**src/rtl/lc4_cla_pipe.sv**
```systemverilog
// lc4_cla_pipe: pipelined carry-lookahead adder/subtractor.
// The operand is cut into NSEG segments of SEG bits. Each stage resolves one
// segment using 4-bit lookahead groups plus a second lookahead level across
// the groups, then hands its carry to the next stage. Operands are skewed
// through the pipe so that stage k still holds the raw bits it needs.
// A single global advance signal stalls every stage at once.
module lc4_cla_pipe #(
   parameter int WIDTH = 16,
   parameter int SEG   = 4
) (
   input  logic             clk,
   input  logic             rst,
   input  logic             in_valid,
   output logic             in_ready,
   input  logic [WIDTH-1:0] in_a,
   input  logic [WIDTH-1:0] in_b,
   input  logic             in_cin,
   input  logic             in_sub,
   output logic             out_valid,
   input  logic             out_ready,
   output logic [WIDTH-1:0] out_sum,
   output logic             out_cout,
   output logic             out_ovf,
   output logic             out_zero
);

   localparam int NSEG = WIDTH / SEG;
   localparam int NGRP = SEG / 4;

   // Reject geometries the segment/group slicing cannot represent.
   if ((SEG < 4) || ((SEG % 4) != 0) || ((WIDTH % SEG) != 0)) begin : g_bad_params
      $error("lc4_cla_pipe: WIDTH must be a multiple of SEG and SEG a multiple of 4");
   end

   // Carries into bits 1..3 of a 4-bit group, fully expanded (no ripple).
   function automatic logic [2:0] la4(input logic [2:0] g, input logic [2:0] p, input logic c0);
      logic [2:0] c;
      c[0] = g[0] | (p[0] & c0);
      c[1] = g[1] | (p[1] & g[0]) | (p[1] & p[0] & c0);
      c[2] = g[2] | (p[2] & g[1]) | (p[2] & p[1] & g[0]) | (p[2] & p[1] & p[0] & c0);
      return c;
   endfunction

   // One segment: group generate/propagate, lookahead across groups from the
   // segment carry-in, then in-group lookahead. Returns {carry_out, sum}.
   function automatic logic [SEG:0] seg_add(input logic [SEG-1:0] a, input logic [SEG-1:0] b,
                                            input logic cin);
      logic [SEG-1:0]  g;
      logic [SEG-1:0]  p;
      logic [SEG-1:0]  c;
      logic [NGRP-1:0] gg;
      logic [NGRP-1:0] gp;
      logic [NGRP:0]   gc;
      logic [2:0]      bc;
      logic            term;
      logic            acc;
      g = a & b;
      p = a | b;
      for (int j = 0; j < NGRP; j++) begin
         gg[j] = g[4*j+3] | (p[4*j+3] & g[4*j+2]) | (p[4*j+3] & p[4*j+2] & g[4*j+1])
               | (p[4*j+3] & p[4*j+2] & p[4*j+1] & g[4*j]);
         gp[j] = &p[4*j +: 4];
      end
      gc[0] = cin;
      for (int j = 0; j < NGRP; j++) begin
         acc = 1'b0;
         for (int i = 0; i <= j; i++) begin
            term = gg[i];
            for (int m = i + 1; m <= j; m++) term = term & gp[m];
            acc = acc | term;
         end
         term = cin;
         for (int m = 0; m <= j; m++) term = term & gp[m];
         gc[j+1] = acc | term;
      end
      c = '0;
      for (int j = 0; j < NGRP; j++) begin
         bc         = la4(g[4*j +: 3], p[4*j +: 3], gc[j]);
         c[4*j]     = gc[j];
         c[4*j+1]   = bc[0];
         c[4*j+2]   = bc[1];
         c[4*j+3]   = bc[2];
      end
      return {gc[NGRP], a ^ b ^ c};
   endfunction

   logic [WIDTH-1:0] st_a     [NSEG];
   logic [WIDTH-1:0] st_b     [NSEG];
   logic [WIDTH-1:0] st_sum   [NSEG];
   logic [WIDTH-1:0] next_sum [NSEG];
   logic [SEG:0]     seg_res  [NSEG];
   logic [NSEG-1:0]  st_c;
   logic [NSEG-1:0]  st_v;
   logic [NSEG-1:0]  st_amsb;
   logic [NSEG-1:0]  st_bmsb;
   logic             advance;

   assign advance  = !out_valid || out_ready;
   assign in_ready = advance;
   assign out_zero = (out_sum == '0);

   // Resolve the segment owned by each stage and splice it into the partial sum.
   always_comb begin
      for (int k = 0; k < NSEG; k++) begin
         seg_res[k]                = seg_add(st_a[k][k*SEG +: SEG], st_b[k][k*SEG +: SEG], st_c[k]);
         next_sum[k]               = st_sum[k];
         next_sum[k][k*SEG +: SEG] = seg_res[k][SEG-1:0];
      end
   end

   // Pipeline stages: stage 0 captures accepted operands, later stages shift on advance.
   always_ff @(posedge clk or negedge rst) begin
      if (!rst) begin
         st_c    <= '0;
         st_v    <= '0;
         st_amsb <= '0;
         st_bmsb <= '0;
         for (int k = 0; k < NSEG; k++) begin
            st_a[k]   <= '0;
            st_b[k]   <= '0;
            st_sum[k] <= '0;
         end
      end else if (advance) begin
         st_v[0] <= in_valid;
         if (in_valid) begin
            st_a[0]    <= in_a;
            st_b[0]    <= in_sub ? ~in_b : in_b;
            st_c[0]    <= in_cin;
            st_sum[0]  <= '0;
            st_amsb[0] <= in_a[WIDTH-1];
            st_bmsb[0] <= in_sub ? ~in_b[WIDTH-1] : in_b[WIDTH-1];
         end
         for (int k = 1; k < NSEG; k++) begin
            st_v[k] <= st_v[k-1];
            if (st_v[k-1]) begin
               st_a[k]    <= st_a[k-1];
               st_b[k]    <= st_b[k-1];
               st_c[k]    <= seg_res[k-1][SEG];
               st_sum[k]  <= next_sum[k-1];
               st_amsb[k] <= st_amsb[k-1];
               st_bmsb[k] <= st_bmsb[k-1];
            end
         end
      end
   end

   // Output register: only valid beats update the result, bubbles leave it untouched.
   always_ff @(posedge clk or negedge rst) begin
      if (!rst) begin
         out_valid <= 1'b0;
         out_sum   <= '0;
         out_cout  <= 1'b0;
         out_ovf   <= 1'b0;
      end else if (advance) begin
         out_valid <= st_v[NSEG-1];
         if (st_v[NSEG-1]) begin
            out_sum  <= next_sum[NSEG-1];
            out_cout <= seg_res[NSEG-1][SEG];
            out_ovf  <= (st_amsb[NSEG-1] == st_bmsb[NSEG-1])
                     && (next_sum[NSEG-1][WIDTH-1] != st_amsb[NSEG-1]);
         end
      end
   end

endmodule

```
**config.mk**
```make
export PLATFORM = sky130hd
export DESIGN_NAME = lc4_cla_pipe
export DESIGN_NICKNAME = d
export VERILOG_FILES = /design/src/rtl/lc4_cla_pipe.sv
export SDC_FILE = /design/constraint.sdc
export NUM_CORES = 1
export LEC_CHECK = 0
export CAP_MARGIN = 30
export CORE_MARGIN = 2
export CORE_UTILIZATION = 46
export CTS_BUF_LIST = sky130_fd_sc_hd__clkbuf_16
export DETAILED_ROUTE_END_ITERATION = 6
export GPL_TIMING_DRIVEN = 1
export MAX_ROUTING_LAYER = met4
export PLACE_DENSITY = 0.66
export SLEW_MARGIN = 20
export SYNTH_ARGS = -nofsm -noshare
export SYNTH_HDL_FRONTEND = slang
export SYNTH_SLANG_ARGS = --single-unit
```
**constraint.sdc**
```tcl
create_clock -name clk -period 3.5 [get_ports clk]
set_input_delay 0.525 -clock clk [delete_from_list [all_inputs] [get_ports clk]]
set_output_delay 0.525 -clock clk [all_outputs]
set_load 0.01 [all_outputs]
```
==> impl_metrics.env, run 1 <==
export IMPL_status="finished, final reports clean"
export IMPL_drt_wirelength_per_cell_um=13.4
export IMPL_finClkSkew_ns=0.00573
export IMPL_antenna_found_initial=0
export IMPL_cpMaxStageDelayCell="clkdlybuf4s50_1"
export IMPL_overflow=0
export IMPL_initial_core_util_pct=46.5
export IMPL_die_w_um=119
export IMPL_worst_path_max_fanout=3
export IMPL_synth_area_mm2=0.00609
export IMPL_synth_cell_types=35
export IMPL_total_power_w=0.00676
export IMPL_gp_congestion=0.772
export IMPL_p_leak_nw=3.42
export IMPL_coreArea_mm2=0.0131
export IMPL_postCtsResizedCells=0
export IMPL_track_usage_pct=15.8
export IMPL_syn_inst=463
export IMPL_dr_total_vias=3352
export IMPL_clk_path_buf_depth=2
export IMPL_cts_tree="built"
export IMPL_ys_warn_count=0
export IMPL_cts_hold_buf=0
export IMPL_fp_dieH_um=119
export IMPL_syn_area_per_cell_um2=13.1
export IMPL_clockRootBuffer="clkbuf_16"
export IMPL_maxSlewViolCount=0
export IMPL_layout_nets=601
export IMPL_grt_pass1_vias=3438
export IMPL_crit_chain="nor4_1 > and4_1 > clkdlybuf4s50_1"
export IMPL_ir_worst_vdd_v=0.000390
export IMPL_setup_viol=0
export IMPL_maxCapViolCount=0
export IMPL_yosys_area_top_type="dfrtp_1"
export IMPL_holdCritPathClass="input port to async pin"
export IMPL_ys_seq_elements=131
export IMPL_pwr_density_cell_mw_per_mm2=920
export IMPL_critPathBufInv=1
export IMPL_cts_inserted_buffers=17
export IMPL_cts_htree_levels=4
export IMPL_required_ns=2.97
export IMPL_antenna_left=0
export IMPL_worstSetupStartpointType="flip-flop"
export IMPL_crit_family="simple AND/OR/NAND/NOR gates"
export IMPL_boundaryPins=59
export IMPL_min_period_ns=2.52
export IMPL_clk_pin_slew_worst_paths_ns=0.06
export IMPL_multi_input_area_mm2=0.00252
export IMPL_slew_headroom_pct=44.2
export IMPL_synth_top_area_share_pct=53.8
export IMPL_grt_pass1_wl_um=16900
export IMPL_fmax_mhz=398
export IMPL_drc=0
export IMPL_worstSetupPathType="flip-flop to output port"
export IMPL_layout_drive_gt1_share_pct=16.3
export IMPL_critPathMaxStageDelay_ns=0.53
export IMPL_antenna_cells=0
export IMPL_first_iter_violations=127
export IMPL_rsz0062_at_grt="no"
export IMPL_end_kind="output port"
export IMPL_worst_pin_slew_ns=0.834
export IMPL_syn_num_nets=537
export IMPL_postCtsSetupBuffers=0
export IMPL_hold_viol=0
export IMPL_grt_max_degree=64
export IMPL_die_area_mm2=0.0142
export IMPL_viasPerCell=4.68
export IMPL_routed_wirelength_um=9590
export IMPL_cp_data_arrival_time_ns=1.99
export IMPL_fin_crit_sh_pct=71.9
export IMPL_clkSinkCount=131
export IMPL_fill_cells=1096
export IMPL_seqCellArea_mm2=0.00328
export IMPL_synth_area_leaders="dfrtp_1 (54%), mux2_1 (8.3%), mux2_4 (6.9%)"
export IMPL_portBuffers=58
export IMPL_std_cell_rows=42
export IMPL_clkLatencyLatePin_ns=0.41
export IMPL_hpwl_um=6770
export IMPL_first_pass_iters=4
export IMPL_fin_tns_setup_ns=0
export IMPL_synthToLayoutAreaGrowth_pct=20.6
export IMPL_seq_area_frac_synth_pct=53.8
==> where the power goes <==
part           internal [W]  total (W)  switching, W
sequential          0.00221    0.00266      0.000458
clock               0.00104    0.00167      0.000637
combinational       0.00134    0.00242       0.00108
==> cell families (layout without fill, tap and decap cells) <==
| family | Yosys count | count (layout) | synth area share (%) |
|---|---|---|---|
| flip-flops | 131 | 131 | 53.8 |
| AND/OR/NAND/NOR | 74 | 74 | 6.31 |
| multiplexers | 89 | 89 | 18.2 |
| adder cells (fa/ha/maj) | 36 | 36 | 7.89 |
| XOR/XNOR | 24 | 24 | 3.45 |
| buffers and inverters | 54 | 131 | 4.71 |
| AO/OA/AOI/OAI | 55 | 55 | 5.61 |
==> synthesized netlist by cell type <==
cell	count
dfrtp_1	131
mux2_1	45
nand2_1	37
inv_1	36
ha_1	32
mux2_4	28
o21ai_0	24
mux2_2	16
xnor2_1	16
nor2_1	12
a21oi_1	10
buf_6	8
xor2_1	8
buf_2	7
nor3_1	5
o21a_1	5
fa_1	4
nand2b_1	4
nor2b_1	4
nor4_1	4
o21bai_1	4
o31ai_1	4
a211oi_1	3
a22oi_1	3
nand2_2	2
nand2_8	2
a211oi_2	1
and4_1	1
buf_4	1
clkbuf_4	1
inv_8	1
nand2_4	1
nand2b_4	1
nor2b_4	1
o41ai_2	1
==> worst reg2reg max path, cell delays in order, from the launching register on <==
cell and delay, ns:
dfrtp_1 0.34, nor2b_4 0.26, inv_8 0.10, nand2_2 0.63, mux2_1 0.40
==> worst paths after layout <==
| path | from | cells past startpoint | endpoint | slack, ns |
|---|---|---|---|---|
| max | out_sum[1]$_DFFE_PN0P_ | 3 | out_zero | 0.98 |
| min | rst | 1 | st_b[12]$_DFFE_PN0P_ | 0.20 |
| max reg2reg | out_valid$_DFFE_PN0N_ | 4 | st_a[62]$_DFFE_PN0P_ | 1.66 |
| min reg2reg | next_sum[32]$_DFFE_PN0P_ | 2 | next_sum[32]$_DFFE_PN0P_ | 0.48 |
| max in group asynchronous | rst | 2 | st_a[51]$_DFFE_PN0P_ | 2.40 |
| min in group clk | next_sum[32]$_DFFE_PN0P_ | 2 | next_sum[32]$_DFFE_PN0P_ | 0.48 |
==> final cells by class <==
class	count	area share (%)
Clock buffer	17	5.79
Clock inverter	15	1.93
Inverter	37	1.99
Multi-Input combinational cell	278	34.4
Sequential cell	131	44.6
Tap cell	176	3.00
Timing Repair Buffer	62	8.28
==> metrics by stage <==
step	area [um2]	hold slack, ns	worst slack (ns)	std cells	util, %
floorplan	6090	0.229	2.01	463	-
global placement	6780	0.460	1.07	684	51.8
detailed placement	6780	0.467	0.985	684	51.8
CTS	7340	0.227	0.902	716	56.1
global route	7340	0.261	0.879	716	56.1
finish	7340	0.198	0.985	716	56.1
==> cells in the final DEF (no fill, tap or decap), drive strengths merged <==
cell	synthesis	final
a211oi	4	4
a21oi	10	10
a22oi	3	3
and4	1	1
buf	16	5
bufinv	0	2
clkbuf	1	17
clkdlybuf4s50	0	57
clkinv	0	7
clkinvlp	0	5
dfrtp	131	131
fa	4	4
ha	32	32
inv	37	38
mux2	89	89
nand2	42	42
nand2b	5	5
nor2	12	12
nor2b	5	5
nor3	5	5
nor4	4	4
o21a	5	5
o21ai	24	24
o21bai	4	4
o31ai	4	4
o41ai	1	1
xnor2	16	16
xor2	8	8
==> flip-flops by register name, indices dropped and copies added (netlist names) <==
register / cells
out_cout: 1
st_a: 40
out_ovf: 1
st_b: 40
st_c: 4
out_sum: 16
st_v: 4
out_valid: 1
next_sum: 24
==> routing by layer <==
| layer | vias to the layer above | wire length (um) | track usage [%] | part of all wire [%] |
|---|---|---|---|---|
| li1 | 1685 | - | - | - |
| met1 | 1595 | 4810 | 21.1 | 50 |
| met5 | - | 0 | - | 0 |
| met3 | 13 | 315 | 3.98 | 3.3 |
| met4 | 0 | 172 | 6.47 | 1.8 |
| met2 | 59 | 4290 | 23.1 | 45 |
Note: power is estimated with default switching activity, not from simulation.
==> run 2: changes to the inputs <==
==> constraint.sdc (replaced) <==
create_clock -name clk -period 2.4 [get_ports clk]
set_input_delay 0.36 -clock clk [delete_from_list [all_inputs] [get_ports clk]]
set_output_delay 0.36 -clock clk [all_outputs]
set_load 0.01 [all_outputs]
==> impl_metrics.env, run 2 (synthesized netlist as in run 1, its figures left out) <==
export IMPL_status="finished, final reports clean"
export IMPL_worstSetupStartpointType="flip-flop"
export IMPL_drc=0
export IMPL_clk_path_buf_depth=2
export IMPL_holdCritPathClass="flip-flop to flip-flop"
export IMPL_p_sw_w=0.00317
export IMPL_cts_htree_levels=4
export IMPL_hold_viol=0
export IMPL_track_usage_pct=15.7
export IMPL_finClkSkew_ns=0.00729
export IMPL_gp_congestion=0.779
export IMPL_fin_tns_setup_ns=0
export IMPL_setup_viol=0
export IMPL_clkSinkCount=131
export IMPL_fin_hold_ws_ns=0.477
export IMPL_power_share_sequential_pct=39.2
export IMPL_p_leak_nw=3.48
export IMPL_layout_nets=604
export IMPL_grt_max_degree=51
export IMPL_slew_headroom_pct=61.0
export IMPL_total_power_w=0.00998
export IMPL_overflow=0
export IMPL_required_ns=2.04
export IMPL_maxSlewViolCount=0
export IMPL_dr_total_vias=3423
export IMPL_end_kind="output port"
export IMPL_cpMaxStageDelayCell="clkdlybuf4s50_1"
export IMPL_ir_worst_vdd_v=0.000566
export IMPL_postCtsSetupBuffers=0
export IMPL_worst_pin_slew_ns=0.583
export IMPL_clockRootBuffer="clkbuf_16"
export IMPL_fin_util_pct=56.9
export IMPL_final_cell_mix="dfrtp_1 (131), clkdlybuf4s50_1 (57), mux2_1 (45), inv_1 (39), nand2_1 (37)"
export IMPL_mostFrequentLayoutCell="dfrtp_1"
export IMPL_cts_inserted_buffers=17
export IMPL_viasPerCell=4.76
export IMPL_coreArea_mm2=0.0131
export IMPL_worst_path_max_fanout=3
export IMPL_cts_tree="built"
export IMPL_synthToLayoutAreaGrowth_pct=22.2
export IMPL_wl_met2_um=4420
export IMPL_power_share_clock_pct=24.9
export IMPL_worst_slack_ns=0.125
export IMPL_grt_pass1_vias=3492
export IMPL_clkLatencyLatePin_ns=0.41
export IMPL_routed_wirelength_um=9790
export IMPL_die_area_mm2=0.0142
export IMPL_top_layer_used="met4"
export IMPL_antenna_left=0
export IMPL_critPathBufInv=1
export IMPL_hpwl_um=7030
export IMPL_first_iter_violations=125
export IMPL_comb_power_share_pct=35.9
export IMPL_fin_crit_sh_pct=94.8
export IMPL_grt_pass1_wl_um=17100
export IMPL_first_pass_iters=4
export IMPL_clk_pin_slew_worst_paths_ns=0.05
export IMPL_std_cell_rows=42
export IMPL_pwr_density_cell_mw_per_mm2=1340
export IMPL_critPathMaxStageDelay_ns=0.53
export IMPL_drt_met1_wl_um=4950
export IMPL_rsz0062_at_grt="no"
export IMPL_portBuffers=58
export IMPL_worstSetupPathType="flip-flop to output port"
export IMPL_drt_wirelength_per_cell_um=13.6
export IMPL_rrSetupSlack_ns=0.74
export IMPL_crit_family="simple AND/OR/NAND/NOR gates"
export IMPL_die_w_um=119
export IMPL_antenna_cells=0
export IMPL_wl_met3_um=376
export IMPL_antenna_found_initial=0
export IMPL_maxCapViolCount=0
export IMPL_crit_chain="nor4_2 > and4_1 > clkdlybuf4s50_1"
export IMPL_fmax_mhz=440
export IMPL_boundaryPins=59
export IMPL_layout_drive_gt1_share_pct=16.4
export IMPL_intPower_w=0.00680
export IMPL_place_ws_ns=0.261
export IMPL_fp_dieH_um=119
export IMPL_cp_data_arrival_time_ns=1.92
export IMPL_min_period_ns=2.28
export IMPL_initial_core_util_pct=46.5
export IMPL_swShare_pct=31.8
[run 2: cell types whose count changed in the layout (fill, tap and decap cells not counted), moves of 2 or more]
cell        change
nor4_1          -2
nor4_2          +2
inv_1           +3
buf_12          +4
buf_4           -2
clkinvlp_4      -2
[run 2: worst reg2reg max path: cells and delay by family, from the launching register on]
kind	cells	cell delay (ns)
simple gates	2	0.70
buf+inv	1	0.09
mux	1	0.41
flops	1	0.33
[run 2: metrics by stage]
step                instance area (um2)  cells
floorplan                          6090    463
global placement                   6840    686
detailed placement                 6840    686
CTS                                7440    719
global route                       7440    719
finish                             7440    719
[run 2: final timing paths]
| path | startpoint | end | cells after the start |
|---|---|---|---|
| setup / recovery | out_sum[1]$_DFFE_PN0P_ | out_zero | 3 |
| hold / removal | st_b[58]$_DFFE_PN0P_ | st_b[58]$_DFFE_PN0P_ | 2 |
| setup reg to reg | out_valid$_DFFE_PN0N_ | st_b[26]$_DFFE_PN0P_ | 4 |
| hold reg to reg | st_b[58]$_DFFE_PN0P_ | st_b[58]$_DFFE_PN0P_ | 2 |
| max in group asynchronous | rst | st_a[45]$_DFFE_PN0P_ | 4 |
| min in group asynchronous | rst | out_sum[12]$_DFFE_PN0P_ | 2 |
[run 2: power groups by stage]
stage,clock network (W),registers [W],logic (W)
floorplan,0,0.00377,0.00273
global placement,0,0.00389,0.00345
detailed placement,0,0.00394,0.00362
CTS,0.00253,0.00393,0.00366
global route,0.00263,0.00406,0.00402
finish,0.00248,0.00391,0.00358
[run 2: layout make-up]
type	instances	area, um2
Timing Repair Buffer	65	683
Multi-Input combinational cell	278	2540
Fill cell	1128	5650
Clock inverter	15	150
Sequential cell	131	3280
Inverter	37	146
Clock buffer	17	425
Tap cell	176	220
[run 2: metal layers]
metal / track usage (%) / up-vias
met5: - / -
met4: 6.25 / 0
met3: 3.50 / 7
met2: 22.6 / 62
met1: 21.8 / 1662
li1: - / 1692
[run 2: timing repair]
action,in CTS,in global routing
endpoints found under the setup margin,1,0
endpoints found under the hold margin,43,0
resized for setup,2,0
hold buffers,1,0
==> RTL edit 1: new RTL, settings of run 2 <==
Put one more register stage on the output `out_ovf`, with the module's reset. The value now appears one clock later. The other outputs are not delayed to match.
--- a/src/rtl/lc4_cla_pipe.sv
+++ b/src/rtl/lc4_cla_pipe.sv
@@ -27,4 +27,6 @@
    localparam int NSEG = WIDTH / SEG;
    localparam int NGRP = SEG / 4;
+
+   logic out_ovf_s0;
 
    // Reject geometries the segment/group slicing cannot represent.
@@ -151,5 +153,5 @@
          out_sum   <= '0;
          out_cout  <= 1'b0;
-         out_ovf   <= 1'b0;
+         out_ovf_s0 <= 1'b0;
       end else if (advance) begin
          out_valid <= st_v[NSEG-1];
@@ -157,5 +159,5 @@
             out_sum  <= next_sum[NSEG-1];
             out_cout <= seg_res[NSEG-1][SEG];
-            out_ovf  <= (st_amsb[NSEG-1] == st_bmsb[NSEG-1])
+            out_ovf_s0 <= (st_amsb[NSEG-1] == st_bmsb[NSEG-1])
                      && (next_sum[NSEG-1][WIDTH-1] != st_amsb[NSEG-1]);
          end
@@ -163,4 +165,12 @@
    end
 
+   always_ff @(posedge clk or negedge rst) begin
+      if (!rst) begin
+         out_ovf <= '0;
+      end else begin
+         out_ovf <= out_ovf_s0;
+      end
+   end
+
 endmodule
 
Formal check against the unedited RTL: not equivalent (a bounded check fails within 10 cycles, from zero or initial values and one cycle with rst low).
==> RTL edit 1 against run 2 <==
Routed wire length shrank 0.61%; setup slack lost 50 ps; final area grew 1.1%; clock skew grew 0.64 ps; hold slack lost 93 ps; sequential cell count grew 1; core utilization grew 0.62 points; total power grew 3.6%; largest power group unchanged; synthesized area grew 0.41%; critical path type unchanged.
==> RTL edit 1: results (changes against run 2) <==
- Share of cells above drive strength 1: 0.160 (-0.00368)
- Initial drt markers: 164 (+31%)
- First-pass GRT wire length: 17,200 um (+0.52%)
- Worst slew pin tran: 410 ps (-172 ps)
- Largest net degree at the start of global routing: 73 (+43%)
- Status: completed
- Vias in the first global route: 3,477 (-0.43%)
- GPL Wtd Cong: 0.810 (+3.9%)
- Syn Nets: 538 (+0.19%)
- Dpl hpwl: 6870 um (-2.3%)
- Hold Path Class: in -> async
- Synth cell count leaders: dfrtp_1 (132), mux2_1 (45), nand2_1 (37), inv_1 (36), ha_1 (32)
- Mean area per synthesized cell: 13.2 um^2 (+0.19%)
- WL per Instance: 13.5 um (-0.61%)
- Post-place setup slack: 406 ps (+144 ps)
- Post-Place Cells: 686 (unchanged)
- Cts bufs inserted: 17 (unchanged)
- Synth top area cells: dfrtp_1 (54%), mux2_1 (8.3%), mux2_4 (6.9%)
- Fill cells: 1,051 (-6.8%)
- Gr usage total: 0.160 (+0.00214)
- Critical Path AT: 1970 ps (+50 ps)
- Seq/Total Area, Yosys: 0.540 (+0.00189)
- Maximum resistive drop on vdd: 0.566 mV (-0.14%)
- Static Leakage: 3.52 nW (+1.3%)
- Via-to-Cell Ratio: 4.74 (-0.50%)
[RTL edit 1: path summary, 6_finish.rpt]
kind,from,endpoint,slack [ps],cells past startpoint
worst max-delay path,out_sum[10]$_DFFE_PN0P_,out_zero,70,3
worst min-delay path,rst,st_b[52]$_DFFE_PN0P_,380,2
worst max register to register,st_a[12]$_DFFE_PN0P_,out_ovf_s0$_DFFE_PN0P_,740,6
worst min register to register,out_ovf_s0$_DFFE_PN0P_,out_ovf$_DFF_PN0_,390,0
max in group asynchronous,rst,st_a[24]$_DFFE_PN0P_,1340,3
min in group clk,out_ovf_s0$_DFFE_PN0P_,out_ovf$_DFF_PN0_,390,0
[RTL edit 1: final cells by class]
| type | instances | area share |
|---|---|---|
| multi-input combinational | 278 | 0.336 |
| timing repair buffer | 64 | 0.0898 |
| clock inverter | 15 | 0.0293 |
| tap | 176 | 0.0293 |
| sequential | 132 | 0.439 |
| clock buffer | 17 | 0.0566 |
| inverter | 37 | 0.0195 |
[RTL edit 1: kinds of logic (layout without fill, tap and decap cells)]
family | count (synthesis) | after routing | synth area share
AO/OA/AOI/OAI | 55 | 55 | 0.0559
AND/OR/NAND/NOR | 74 | 74 | 0.0628
flip-flops | 132 | 132 | 0.540
multiplexers | 89 | 89 | 0.181
buffers and inverters | 54 | 133 | 0.0469
adder cells (fa/ha/maj) | 36 | 36 | 0.0786
XOR/XNOR | 24 | 24 | 0.0344
[RTL edit 1: where the power goes]
group | switching [mW] | internal, mW
Combinational | 1.60 | 2.00
Sequential | 0.674 | 3.24
Clock | 0.901 | 1.92
Total | 3.17 | 7.16
[RTL edit 1: repair_timing]
item	in CTS	in global routing
hold endpoints to repair	21	0
hold buffers	1	0
resized for setup	1	0
setup endpoints to repair	1	0
[RTL edit 1: metal layers]
| metal | share of wire | global-route usage | routed length, um |
|---|---|---|---|
| met1 | 0.51 | 0.223 | 5010 |
| met2 | 0.43 | 0.223 | 4170 |
| met3 | 0.042 | 0.0421 | 405 |
| met4 | 0.015 | 0.0603 | 144 |
| met5 | 0 | - | 0 |
[RTL edit 1: stage by stage]
stage | hold WS, ps | area (um^2)
2_1_floorplan | 64.4 | 6110
3_5_place_dp | 282 | 6860
5_1_grt | 406 | 7520
6_report | 384 | 7520
4_1_cts | 384 | 7520
3_3_place_gp | 279 | 6860
[RTL edit 1: worst max-delay path, stage by stage, from the launching register on]
cell and delay [ps]:
dfrtp_1 390, nor4_1 390, and4_1 250, clkdlybuf4s50_1 530
==> RTL edit 2: new RTL, flow settings as in run 2 <==
Without the edit above. `WIDTH`: 16 -> 8.
--- a/src/rtl/lc4_cla_pipe.sv
+++ b/src/rtl/lc4_cla_pipe.sv
@@ -6,5 +6,5 @@
 // A single global advance signal stalls every stage at once.
 module lc4_cla_pipe #(
-   parameter int WIDTH = 16,
+   parameter int WIDTH = 8,
    parameter int SEG   = 4
 ) (
Ports: changed (resized in_a, in_b and out_sum); port bits go from 59 to 35. The function was not compared with the original's and may differ.
==> RTL edit 2 against run 2 <==
Hold slack improved by 7.0 ps; via count fell by 59%; non-clock buffer count fell by 28; synthesized area fell by 64%; routed wire length fell by 62%; sequential cell count fell by 88; total power fell by 68%; setup slack improved by 85 ps; core utilization rose by 1.6 points; final area fell by 63%.
==> RTL edit 2: results (changes against run 2) <==
- Status: completed
- Hold path endpoint: st_b[13]$_DFFE_PN0P_
- Syn Nets: 227 (-58%)
- Initial drt markers: 35 (-72%)
- Critical Path AT: 1830 ps (-90 ps)
- Skew final: 5.09 ps (-2.20 ps)
- Gr usage total: 0.173 (+0.0161)
- Synth top area cells: dfrtp_1 (49%), mux2_2 (9.2%), ha_1 (9.1%)
- Synth cell count leaders: dfrtp_1 (43), inv_1 (20), mux2_2 (18), ha_1 (16), nand2_1 (14)
- Met3 GRT Util: 0.0373 (+0.00233)
- Largest net degree at the start of global routing: 44 (-14%)
- Adder and majority gate portion of the synthesized area: 0.109 (+0.0301)
- Dpl cell area: 2560 um^2 (-63%)
- FF-to-FF path depth: 6 (+2)
- Worst Hold Launch: st_b[13]$_DFFE_PN0P_
- H-tree depth: 2 (-2)
- Worst R2R Setup Slack: 860 ps (+120 ps)
- First-pass GRT wire length: 6730 um (-61%)
- GPL Wtd Cong: 0.757 (-2.8%)
- WHS: 484 ps (+7.02 ps)
- Fill cells: 406 (-64%)
- Dpl hpwl: 2750 um (-61%)
- Mux cell area share after synthesis: 0.112 (-0.0694)
- Static Leakage: 1.27 nW (-63%)
- Worst skew pair latency: 280 ps (-130 ps)
- M1 GR Usage: 0.201 (-0.0177)
- WL per Instance: 13.4 um (-1.9%)
==> RTL edit 2: cell types whose count changed in the layout (fill, tap and decap cells not counted), sizes merged, moves of 4 or more <==
cell / change
inv: -20
ha: -16
clkbuf: -12
clkinv: -4
dfrtp: -88
xnor2: -10
nand2: -25
clkdlybuf4s50: -24
o21ai: -12
mux2: -68
nor4: -4
buf: -4
==> RTL edit 2: cell type report <==
| class | count | share of cell area |
|---|---|---|
| Sequential cell | 43 | 0.395 |
| Multi-Input combinational cell | 118 | 0.367 |
| Timing Repair Buffer | 37 | 0.137 |
| Clock buffer | 5 | 0.0459 |
| Inverter | 20 | 0.0275 |
| Tap cell | 54 | 0.0248 |
| Clock inverter | 2 | 0.00321 |
==> RTL edit 2: worst max-delay path by stage <==
stage                                      start  endpoint  slack, ps  cells past startpoint
after floorplan           out_sum[5]$_DFFE_PN0P_  out_zero        930                      2
after global routing      out_sum[5]$_DFFE_PN0P_  out_zero        130                      3
after global placement    out_sum[5]$_DFFE_PN0P_  out_zero        490                      3
after CTS                 out_sum[5]$_DFFE_PN0P_  out_zero        190                      3
after detailed placement  out_sum[5]$_DFFE_PN0P_  out_zero        490                      3
final                     out_sum[5]$_DFFE_PN0P_  out_zero        210                      3
==> RTL edit 2: per-stage QoR <==
stage	util	worst slack, ps	std cells
4_1_cts	0.579	189	277
2_1_floorplan	-	935	187
5_1_grt	0.585	133	279
3_5_place_dp	0.550	494	270
6_report	0.585	209	279
3_3_place_gp	0.550	493	270
==> RTL edit 2: metal layers <==
layer,vias up,wire [um]
met2,33,1840
met4,0,117
met1,651,1630
met3,9,142
met5,-,0
li1,695,-
==> RTL edit 2: logic make-up after synthesis <==
kind of cell | Yosys count
xor gates and xnor gates | 12
and+or+nand+nor | 36
muxes | 21
AOI/OAI and AO/OA | 31
buffers and inverters | 26
adders and majority gates | 18
DFF | 43
==> RTL edit 2: worst max-delay path: stages, from the launching register on <==
cell and delay (ps):
dfrtp_1 380, or4_1 530, nor2_1 110, clkdlybuf4s50_1 540
==> RTL edit 2: timing repair <==
item                                   in CTS  in global routing
hold buffers                                0                  1
resized for setup                           0                  0
endpoints found under the hold margin       0                 11
==> RTL edit 2: where the power goes <==
group / internal (mW) / leakage, nW / switching (mW)
sequential: 1.01 / 0.511 / 0.201
clock: 0.373 / 0.0671 / 0.250
combinational: 0.709 / 0.691 / 0.632
